<file path="config.mk">
export PLATFORM = sky130hd
export DESIGN_NAME = cache_refill_ctrl
export DESIGN_NICKNAME = d
export VERILOG_FILES = /design/src/rtl/cache_refill_ctrl.sv
export SDC_FILE = /design/constraint.sdc
export NUM_CORES = 2
export LEC_CHECK = 0
export CAP_MARGIN = 40
export CORE_AREA = 2 2 645 647
export CTS_BUF_LIST = sky130_fd_sc_hd__clkbuf_16
export DETAILED_ROUTE_END_ITERATION = 12
export DIE_AREA = 0 0 647 649
export RECOVER_POWER = 100
export SYNTH_ARGS = -nofsm -noshare
export SYNTH_HDL_FRONTEND = slang
export SYNTH_SLANG_ARGS = --single-unit
</file>
<file path="constraint.sdc">
create_clock -name clk_i -period 3.39 [get_ports clk_i]
set_input_delay 0.339 -clock clk_i [delete_from_list [all_inputs] [get_ports clk_i]]
set_output_delay 0.339 -clock clk_i [all_outputs]
set_load 0.02 [all_outputs]
</file>
<file path="src/rtl/cache_refill_ctrl.sv">
// Miss handler: picks a victim way, writes back a dirty victim, burst-refills the line and commits it.
// Optional `REFILL_STAT_EN adds saturating stat_miss_o / stat_wb_o counters.
module cache_refill_ctrl #(
    parameter int SET_ASSOC  = 4,
    parameter int LINE_WORDS = 8,
    parameter int ADDR_WIDTH = 32
) (
    input  logic                                clk_i,
    input  logic                                rst_i,
    input  logic                                req_valid_i,
    output logic                                req_ready_o,
    input  logic [ADDR_WIDTH-1:0]               req_addr_i,
    input  logic [SET_ASSOC-1:0]                set_valid_i,
    input  logic [SET_ASSOC-1:0]                set_dirty_i,
    input  logic [$clog2(SET_ASSOC)-1:0]        repl_index_i,
    input  logic [SET_ASSOC*ADDR_WIDTH-1:0]     victim_addr_i,
    input  logic [SET_ASSOC*LINE_WORDS*32-1:0]  victim_data_i,
    input  logic                                hit_valid_i,
    input  logic [SET_ASSOC-1:0]                hit_way_i,
    output logic [SET_ASSOC-1:0]                plru_access_o,
    output logic                                plru_update_o,
    output logic                                mem_wvalid_o,
    input  logic                                mem_wready_i,
    output logic [ADDR_WIDTH-1:0]               mem_waddr_o,
    output logic [31:0]                         mem_wdata_o,
    output logic                                mem_wlast_o,
    output logic                                mem_arvalid_o,
    input  logic                                mem_arready_i,
    output logic [ADDR_WIDTH-1:0]               mem_araddr_o,
    input  logic                                mem_rvalid_i,
    input  logic [31:0]                         mem_rdata_i,
    output logic                                fill_valid_o,
    output logic [$clog2(SET_ASSOC)-1:0]        fill_way_o,
    output logic [ADDR_WIDTH-1:0]               fill_addr_o,
    output logic [LINE_WORDS*32-1:0]            fill_data_o
`ifdef REFILL_STAT_EN
    ,
    output logic [31:0]                         stat_miss_o,
    output logic [31:0]                         stat_wb_o
`endif
);
    localparam int WAY_W  = $clog2(SET_ASSOC);
    localparam int CNT_W  = $clog2(LINE_WORDS);
    localparam int OFF_W  = $clog2(LINE_WORDS * 4);
    localparam int LINE_W = LINE_WORDS * 32;
    localparam logic [CNT_W-1:0]      LAST_BEAT = CNT_W'(LINE_WORDS - 1);
    localparam logic [ADDR_WIDTH-1:0] LINE_MASK = {{(ADDR_WIDTH - OFF_W){1'b1}}, {OFF_W{1'b0}}};

    typedef enum logic [2:0] {IDLE, WB, RD_REQ, RD_DATA, FILL} state_e;

    state_e              state_q, state_d;
    logic [CNT_W-1:0]    cnt_q;
    logic [WAY_W-1:0]    victim_q;
    logic [WAY_W-1:0]    victim_sel;
    logic [ADDR_WIDTH-1:0] addr_q;
    logic [ADDR_WIDTH-1:0] waddr_q;
    logic [LINE_W-1:0]   line_q;
    logic                found;
    logic                sel_dirty;
    logic                accept;

    // Lowest invalid way wins; only a fully valid set falls back to the PLRU choice.
    always_comb begin
        victim_sel = repl_index_i;
        found      = 1'b0;
        for (int i = 0; i < SET_ASSOC; i++) begin
            if (!set_valid_i[i] && !found) begin
                victim_sel = WAY_W'(i);
                found      = 1'b1;
            end
        end
    end

    assign sel_dirty = set_valid_i[victim_sel] & set_dirty_i[victim_sel];
    assign accept    = req_valid_i & req_ready_o;

    always_comb begin
        state_d       = state_q;
        req_ready_o   = 1'b0;
        mem_wvalid_o  = 1'b0;
        mem_arvalid_o = 1'b0;
        fill_valid_o  = 1'b0;
        plru_access_o = '0;
        plru_update_o = 1'b0;
        case (state_q)
            IDLE: begin
                req_ready_o = 1'b1;
                if (req_valid_i) state_d = sel_dirty ? WB : RD_REQ;
            end
            WB: begin
                mem_wvalid_o = 1'b1;
                if (mem_wready_i && cnt_q == LAST_BEAT) state_d = RD_REQ;
            end
            RD_REQ: begin
                mem_arvalid_o = 1'b1;
                if (mem_arready_i) state_d = RD_DATA;
            end
            RD_DATA: begin
                if (mem_rvalid_i && cnt_q == LAST_BEAT) state_d = FILL;
            end
            FILL: begin
                fill_valid_o = 1'b1;
                state_d      = IDLE;
            end
            default: state_d = IDLE;
        endcase
        // The refill's MRU update takes precedence over a hit in the same cycle.
        if (state_q == FILL) begin
            plru_access_o = {{(SET_ASSOC - 1){1'b0}}, 1'b1} << victim_q;
            plru_update_o = 1'b1;
        end else if (hit_valid_i) begin
            plru_access_o = hit_way_i;
            plru_update_o = 1'b1;
        end
    end

    always_ff @(posedge clk_i) begin
        if (rst_i) state_q <= IDLE;
        else       state_q <= state_d;
    end

    // One line buffer serves both directions: the victim drains out before refill words land.
    always_ff @(posedge clk_i) begin
        if (rst_i) begin
            cnt_q    <= '0;
            victim_q <= '0;
            addr_q   <= '0;
            waddr_q  <= '0;
            line_q   <= '0;
        end else begin
            if (accept) begin
                victim_q <= victim_sel;
                addr_q   <= req_addr_i & LINE_MASK;
                waddr_q  <= victim_addr_i[victim_sel * ADDR_WIDTH +: ADDR_WIDTH];
                line_q   <= victim_data_i[victim_sel * LINE_W +: LINE_W];
                cnt_q    <= '0;
            end
            if (state_q == WB && mem_wready_i) cnt_q <= cnt_q + 1'b1;
            if (state_q == RD_DATA && mem_rvalid_i) begin
                line_q[cnt_q * 32 +: 32] <= mem_rdata_i;
                cnt_q                    <= cnt_q + 1'b1;
            end
        end
    end

    assign mem_waddr_o  = waddr_q;
    assign mem_wdata_o  = line_q[cnt_q * 32 +: 32];
    assign mem_wlast_o  = (state_q == WB) && (cnt_q == LAST_BEAT);
    assign mem_araddr_o = addr_q;
    assign fill_way_o   = victim_q;
    assign fill_addr_o  = addr_q;
    assign fill_data_o  = line_q;

`ifdef REFILL_STAT_EN
    logic [31:0] stat_miss_q;
    logic [31:0] stat_wb_q;

    always_ff @(posedge clk_i) begin
        if (rst_i) begin
            stat_miss_q <= '0;
            stat_wb_q   <= '0;
        end else begin
            if (accept && stat_miss_q != 32'hFFFF_FFFF) stat_miss_q <= stat_miss_q + 32'd1;
            if (accept && sel_dirty && stat_wb_q != 32'hFFFF_FFFF) stat_wb_q <= stat_wb_q + 32'd1;
        end
    end

    assign stat_miss_o = stat_miss_q;
    assign stat_wb_o   = stat_wb_q;
`endif

endmodule

</file>
* Word-level counts from Yosys, hierarchy flattened
Index checks and enable logic that the tools add are counted.
Cells by class: eq/ne operators 9, shift-type cells 6, divide/modulo/power cells 0, add/sub/neg operators 2, reduce and logical (&&, ||, !) cells 16, bitwise operators 2, $mul 0, muxes and demuxes 32, order comparisons 1
Operators with widths (number):
- $shiftx A1024 B11 Y256 | 1
- $mux W256 | 3
- $bwmux W256 | 1
- $shift A32 B34 Y256 const A | 1
- $shiftx A256 B9 Y32 | 1
- $shiftx A32 B34 Y256 | 1
- $shiftx A128 B8 Y32 | 1
- $neg A8 Y34 | 1
- $mux W3 | 7
- $pmux W3 S4 | 1
- $mux W1 | 11
- $mux W2 | 5
- $logic_and A1 B1 Y1 | 8
- $mux W4 | 2
- $ne A2 B2 Y1 const B | 4
- $eq A3 B2 Y1 const B | 2
- $eq A3 B3 Y1 const B | 2
- $logic_not A1 Y1 | 5
- $bmux W1 S2 | 2
- $reduce_and A4 Y1 | 1
- $shl A1 B2 Y4 const A | 1
- $add A3 B1 Y3 const B | 1
- $eq A3 B1 Y1 const B | 1
- $logic_not A3 Y1 | 1
- other kinds (3) | 4
Word-level totals: register bits after elaboration 323, bits in latches 0, RAM bits 0, memories kept 0, bits in read-only memories 0, bits of input ports 1237, logic and storage cells 74, output and inout bits 396

* Longest topological paths before layout
depth after elaboration 15, gate-level depth with buffers 12, gate-level depth less buffers 8

* Worst setup path after synthesis
OpenSTA, ideal clock, no wires.
kind flip-flop to flip-flop, from register cnt_q[0], to register line_q[198], in the netlist fill_data_o[198], period minus slack after synthesis 3007 ps, setup time 132 ps, arrival time 2874 ps, cell stages (with the launch flop) 13, required time 3258 ps, buffers on the path 4, path slack 383 ps, cells stage by stage dfxtp_1 -> buf_1 -> buf_1 -> inv_1 -> ha_1 -> ha_1 -> or2_1 -> or3_1 -> or2_2 -> clkbuf_1 -> clkbuf_1 -> nand4_1 -> o211ai_1
On the way: cells in the longest elaborated chain, start to end 4, elaborated cells between the ends (all ways) 5, those cells by class add/sub (1); shift (2); mux (2)
Ends and longest elaborated chain:
- start, declared | line 52 | logic [CNT_W-1:0] cnt_q;
- start signal, assigned | line 138 | if (state_q == WB && mem_wready_i) cnt_q <= cnt_q + 1'b1;
- start signal, assigned | line 141 | cnt_q <= cnt_q + 1'b1;
- $neg A8 Y34 (*) | line 140 | line_q[cnt_q * 32 +: 32] <= mem_rdata_i;
- $shiftx A32 B34 Y256 or $shift A32 B34 Y256 (tied branches) | line 140
- $bwmux W256 (*) | line 140
- $mux W256 (*) | line 139 | if (state_q == RD_DATA && mem_rvalid_i) begin
- end signal, assigned | line 135 | line_q <= victim_data_i[victim_sel * LINE_W +: LINE_W];
- end signal, assigned by index | line 140
- end, declared | line 57 | logic [LINE_W-1:0] line_q;
Every way passes the cells marked *; elsewhere a longest branch is shown, timed or not. A chain may end at the register's enable or synchronous reset.

* Worst setup path after layout
from register line_q[141], in the netlist fill_data_o[141], to output port mem_wdata_o[13]
On the way: cells in the longest elaborated chain, start to end 1
Ends and longest elaborated chain:
- $shiftx A256 B9 Y32 | line 147 | assign mem_wdata_o = line_q[cnt_q * 32 +: 32];
- end, declared | line 25 | output logic [31:0] mem_wdata_o,
Every way passes these cells.

==> results_dict.tcl <==
set metrics [dict create \
    htreeDepth 2 \
    port-buffer-count 1617 \
    hold_viol_final 0 \
    min_to "fill_addr_o[23]" \
    status "finished clean" \
    setup.worst_path.start_class "flop" \
    r2r_start "cnt_q[0]" \
    fin_skew_ns 0.0340 \
    firstDrtPassIters 7 \
    grt_pass1_vias 33600 \
    wirelength_um 450000 \
    ys_ff_latch 323 \
    worstPathRequired_ns 3.05 \
    die_area_um2 420000 \
    vdd_drop_max_mv 0.382 \
    critPathKind "flop to output pin" \
    yosys-mux-area-fraction_pct 23.0 \
    synth-xor-area-share_pct 0 \
    drv_cap 0 \
    worst-path-buf-inv 2 \
    first_iter_violations 3979 \
    yosys.area.top_type "dfxtp_1" \
    r2r_cells 9 \
    path_cells "clkbuf_2 > mux4_2 > nand2_2 > nand2_1 > clkdlybuf4s50_1" \
    synth.yosys.seq_area_share_pct 26.6 \
    synth_adder_area_share_pct 0.206 \
    ys.flop_type "dfxtp_1" \
    grt_usage_pct 20.6 \
    initial_utilization_pct 5.90 \
    ys_top_cells_by_area "dfxtp_1 (27%), mux2_2 (16%), nand2_1 (7.3%), mux4_2 (5.9%), a211oi_1 (4.7%)" \
    grt_first_pass_wirelength_um 523000 \
    ant_nets 0 \
    async_reset_ff_share_pct 0 \
    synth_compound_area_share_pct 29.2 \
    slowest_delay_ns 0.65 \
    gr-total-overflow 0 \
    rrSetupSlack_ns 0.17 \
    viasPerCell 3.54 \
    worstSkewPairLatency_ns 0.73 \
    path_max_fanout 4 \
    numCtsBuffers 51 \
    hold_depth 3 \
    rsz0062_at_grt "no" \
    hold_start "req_addr_i[23]" \
    syn_to_final_growth_pct 108 \
    num_vias 35800 \
    cts_tree "built" \
    fin_nets 5696 \
    num_io_pins 1633 \
    tightest_slew_ns 1.42 \
    die_h_um 649 \
    numClockSinks 323 \
    power_density_nw_per_um2 376 \
    cp_data_arrival_time_ns 2.95 \
    cp_top_family "buffers and inverters" \
    synth_top_family_by_area "compound AO/OA/AOI/OAI gates" \
    design_area_um2 50700 \
    hold-worst-slack_ns 0.164 \
    period_share_pct 97.2 \
    rows 236 \
    fillCellCount 47200 \
    final_max_slew_viol_count 0 \
    cts_root_buf "clkbuf_16" \
    ys_warn_count 0 \
    drt-wirelength-per-cell_um 44.5 \
    dpl_cell_area_um2 48500 \
    yosys.area.top_type_share_pct 26.6 \
    critPathCaptureType "output pin" \
    clk_path_buf_depth 3 \
    setup_viol 0 \
    cellLeakagePower_nw 17.8 \
    grt_max_degree 117 \
    core_um2 413000 \
    max_slew_margin_pct 5.44 \
    dieWidth_um 647 \
    synth_edf_count 0 \
    path_clk_slew_ns 0.06 \
    crit_path_top_delay_cell "clkdlybuf4s50_1" \
    hold_class "input pin to flop" \
    drc 0 \
    drive_above_1_share_pct 19.1 \
    synth_area_per_cell_um2 8.52 \
    gp_congestion 0.867 \
    timing.fmax_mhz 304 \
    synth.distinct_cells 57 \
    min_period_ns 3.29 \
    synthesis.instances 2857 \
    synth-simple-area-share_pct 13.4 \
    r2r_end "fill_data_o[20]" \
    synth_area_um2 24400 \
    hpwl_um 399000 \
    antenna_found_initial 504 \
]
==> kinds of logic (layout without fill, tap and decap cells) <==
kind of cell             count (synthesis)  after routing
AO/OA/AOI/OAI                          976            976
AND/OR/NAND/NOR                        741            741
multiplexers                           437            437
buffers and inverters                  375           2005
flip-flops                             323            323
adder cells (fa/ha/maj)                  4              4
other                                    1            172
==> Yosys cell counts, types with 19 or more instances <==
master / count
a211o_1: 24
a211oi_1: 153
a211oi_2: 23
a21o_1: 25
a21oi_1: 228
a221oi_1: 100
a222oi_1: 63
a22oi_1: 102
a311o_1: 42
a31o_2: 36
a31oi_1: 63
and3_1: 103
buf_1: 19
buf_2: 121
buf_4: 62
clkbuf_1: 158
dfxtp_1: 323
mux2_2: 349
mux2i_1: 24
mux4_2: 64
nand2_1: 471
nand3_1: 48
nor2_1: 69
o21ai_0: 77
==> worst reg2reg max path, stage by stage (launching register included) <==
cell      delay [ns]
dfxtp_4         0.41
buf_4           0.21
inv_1           0.06
ha_1            0.20
ha_1            0.35
nor2_1          0.33
nand4_1         0.20
clkbuf_4        0.44
o21ai_0         0.80
a31oi_1         0.08
==> per-stage QoR <==
stage	utilization (%)	std cells	TNS (ns)	setup slack [ns]	total power, mW
3_5_place_dp	11.8	9864	-0.0471	-0.0471	13.0
3_3_place_gp	11.7	9853	-0.00906	-0.00906	13.0
4_1_cts	12.3	9969	0	0.0323	19.7
5_1_grt	12.2	10000	0	0.0262	19.6
2_1_floorplan	-	2866	0	0.383	7.37
6_report	12.3	10100	0	0.0964	19.1
==> state kept, by name (all words and copies together) (netlist names) <==
| name | flops |
|---|---|
| fill_way_o | 2 |
| mem_waddr_o | 32 |
| fill_addr_o | 27 |
| cnt_q | 3 |
| fill_data_o | 256 |
| state_q | 3 |
==> cell type report <==
type,instances,area [µm²],share of cell area (%)
Timing Repair Buffer,1902,18900,37.3
Multi-Input combinational cell,2168,16200,31.9
Tap cell,5474,6850,13.5
Sequential cell,323,6470,12.8
Clock buffer,53,1330,2.62
Clock inverter,41,544,1.07
Antenna cell,162,405,0.800
Inverter,9,36.3,0.0716
==> metal layers <==
metal	up-vias	GRT usage (%)	routed length (µm)
li1	14400	-	-
met1	17300	21.3	157000
met2	2894	36.1	221000
met3	990	8.00	44800
met4	207	9.80	25600
met5	-	0	1380
==> cell usage in the layout (no fill, tap or decap), drive strengths merged, types with 11 or more instances in the layout <==
cell,Yosys,final
nand2,474,474
a211o,24,24
clkbuf,158,95
mux2,349,349
mux2i,24,24
dfxtp,323,323
a31oi,63,63
inv,8,12
a211oi,176,176
a21o,25,25
mux4,64,64
a311o,42,42
clkdlybuf4s50,0,1237
dlygate4sd3,0,344
nand3,48,48
clkinv,1,20
a21oi,229,229
diode,0,162
buf,208,261
nor2,71,71
o21ai,77,77
bufinv,0,13
and3,103,103
a31o,36,36
a22oi,102,102
a222oi,63,63
a221oi,100,100
dlygate4sd2,0,16
o31a,11,11
==> power by group <==
group	switching (mW)	total [mW]	internal, mW
Clock	2.63	6.44	3.81
Combinational	4.38	7.73	3.35
Sequential	0.713	4.90	4.19
Total	7.73	19.1	11.3
==> timing repair <==
item | CTS | global route
setup endpoints to repair | 23 | 0
endpoints found under the hold margin | 4 | 0
hold buffers | 1 | 0
buffers inserted | 7 | 0
gates resized for setup | 37 | 0
==> how the worst max path moves through the flow <==
stage                           from                to  slack (ns)  depth (start not counted)
global route          set_valid_i[2]  fill_data_o[201]        0.03                          9
CTS                         cnt_q[0]   mem_wdata_o[23]        0.03                          6
detailed placement    set_valid_i[2]  fill_data_o[155]       -0.05                          9
floorplan                   cnt_q[0]  fill_data_o[198]        0.38                         12
finish              fill_data_o[141]   mem_wdata_o[13]         0.1                          5
global placement      set_valid_i[2]  fill_data_o[155]      -0.009                          9
Note: power is estimated with default switching activity, not from simulation.
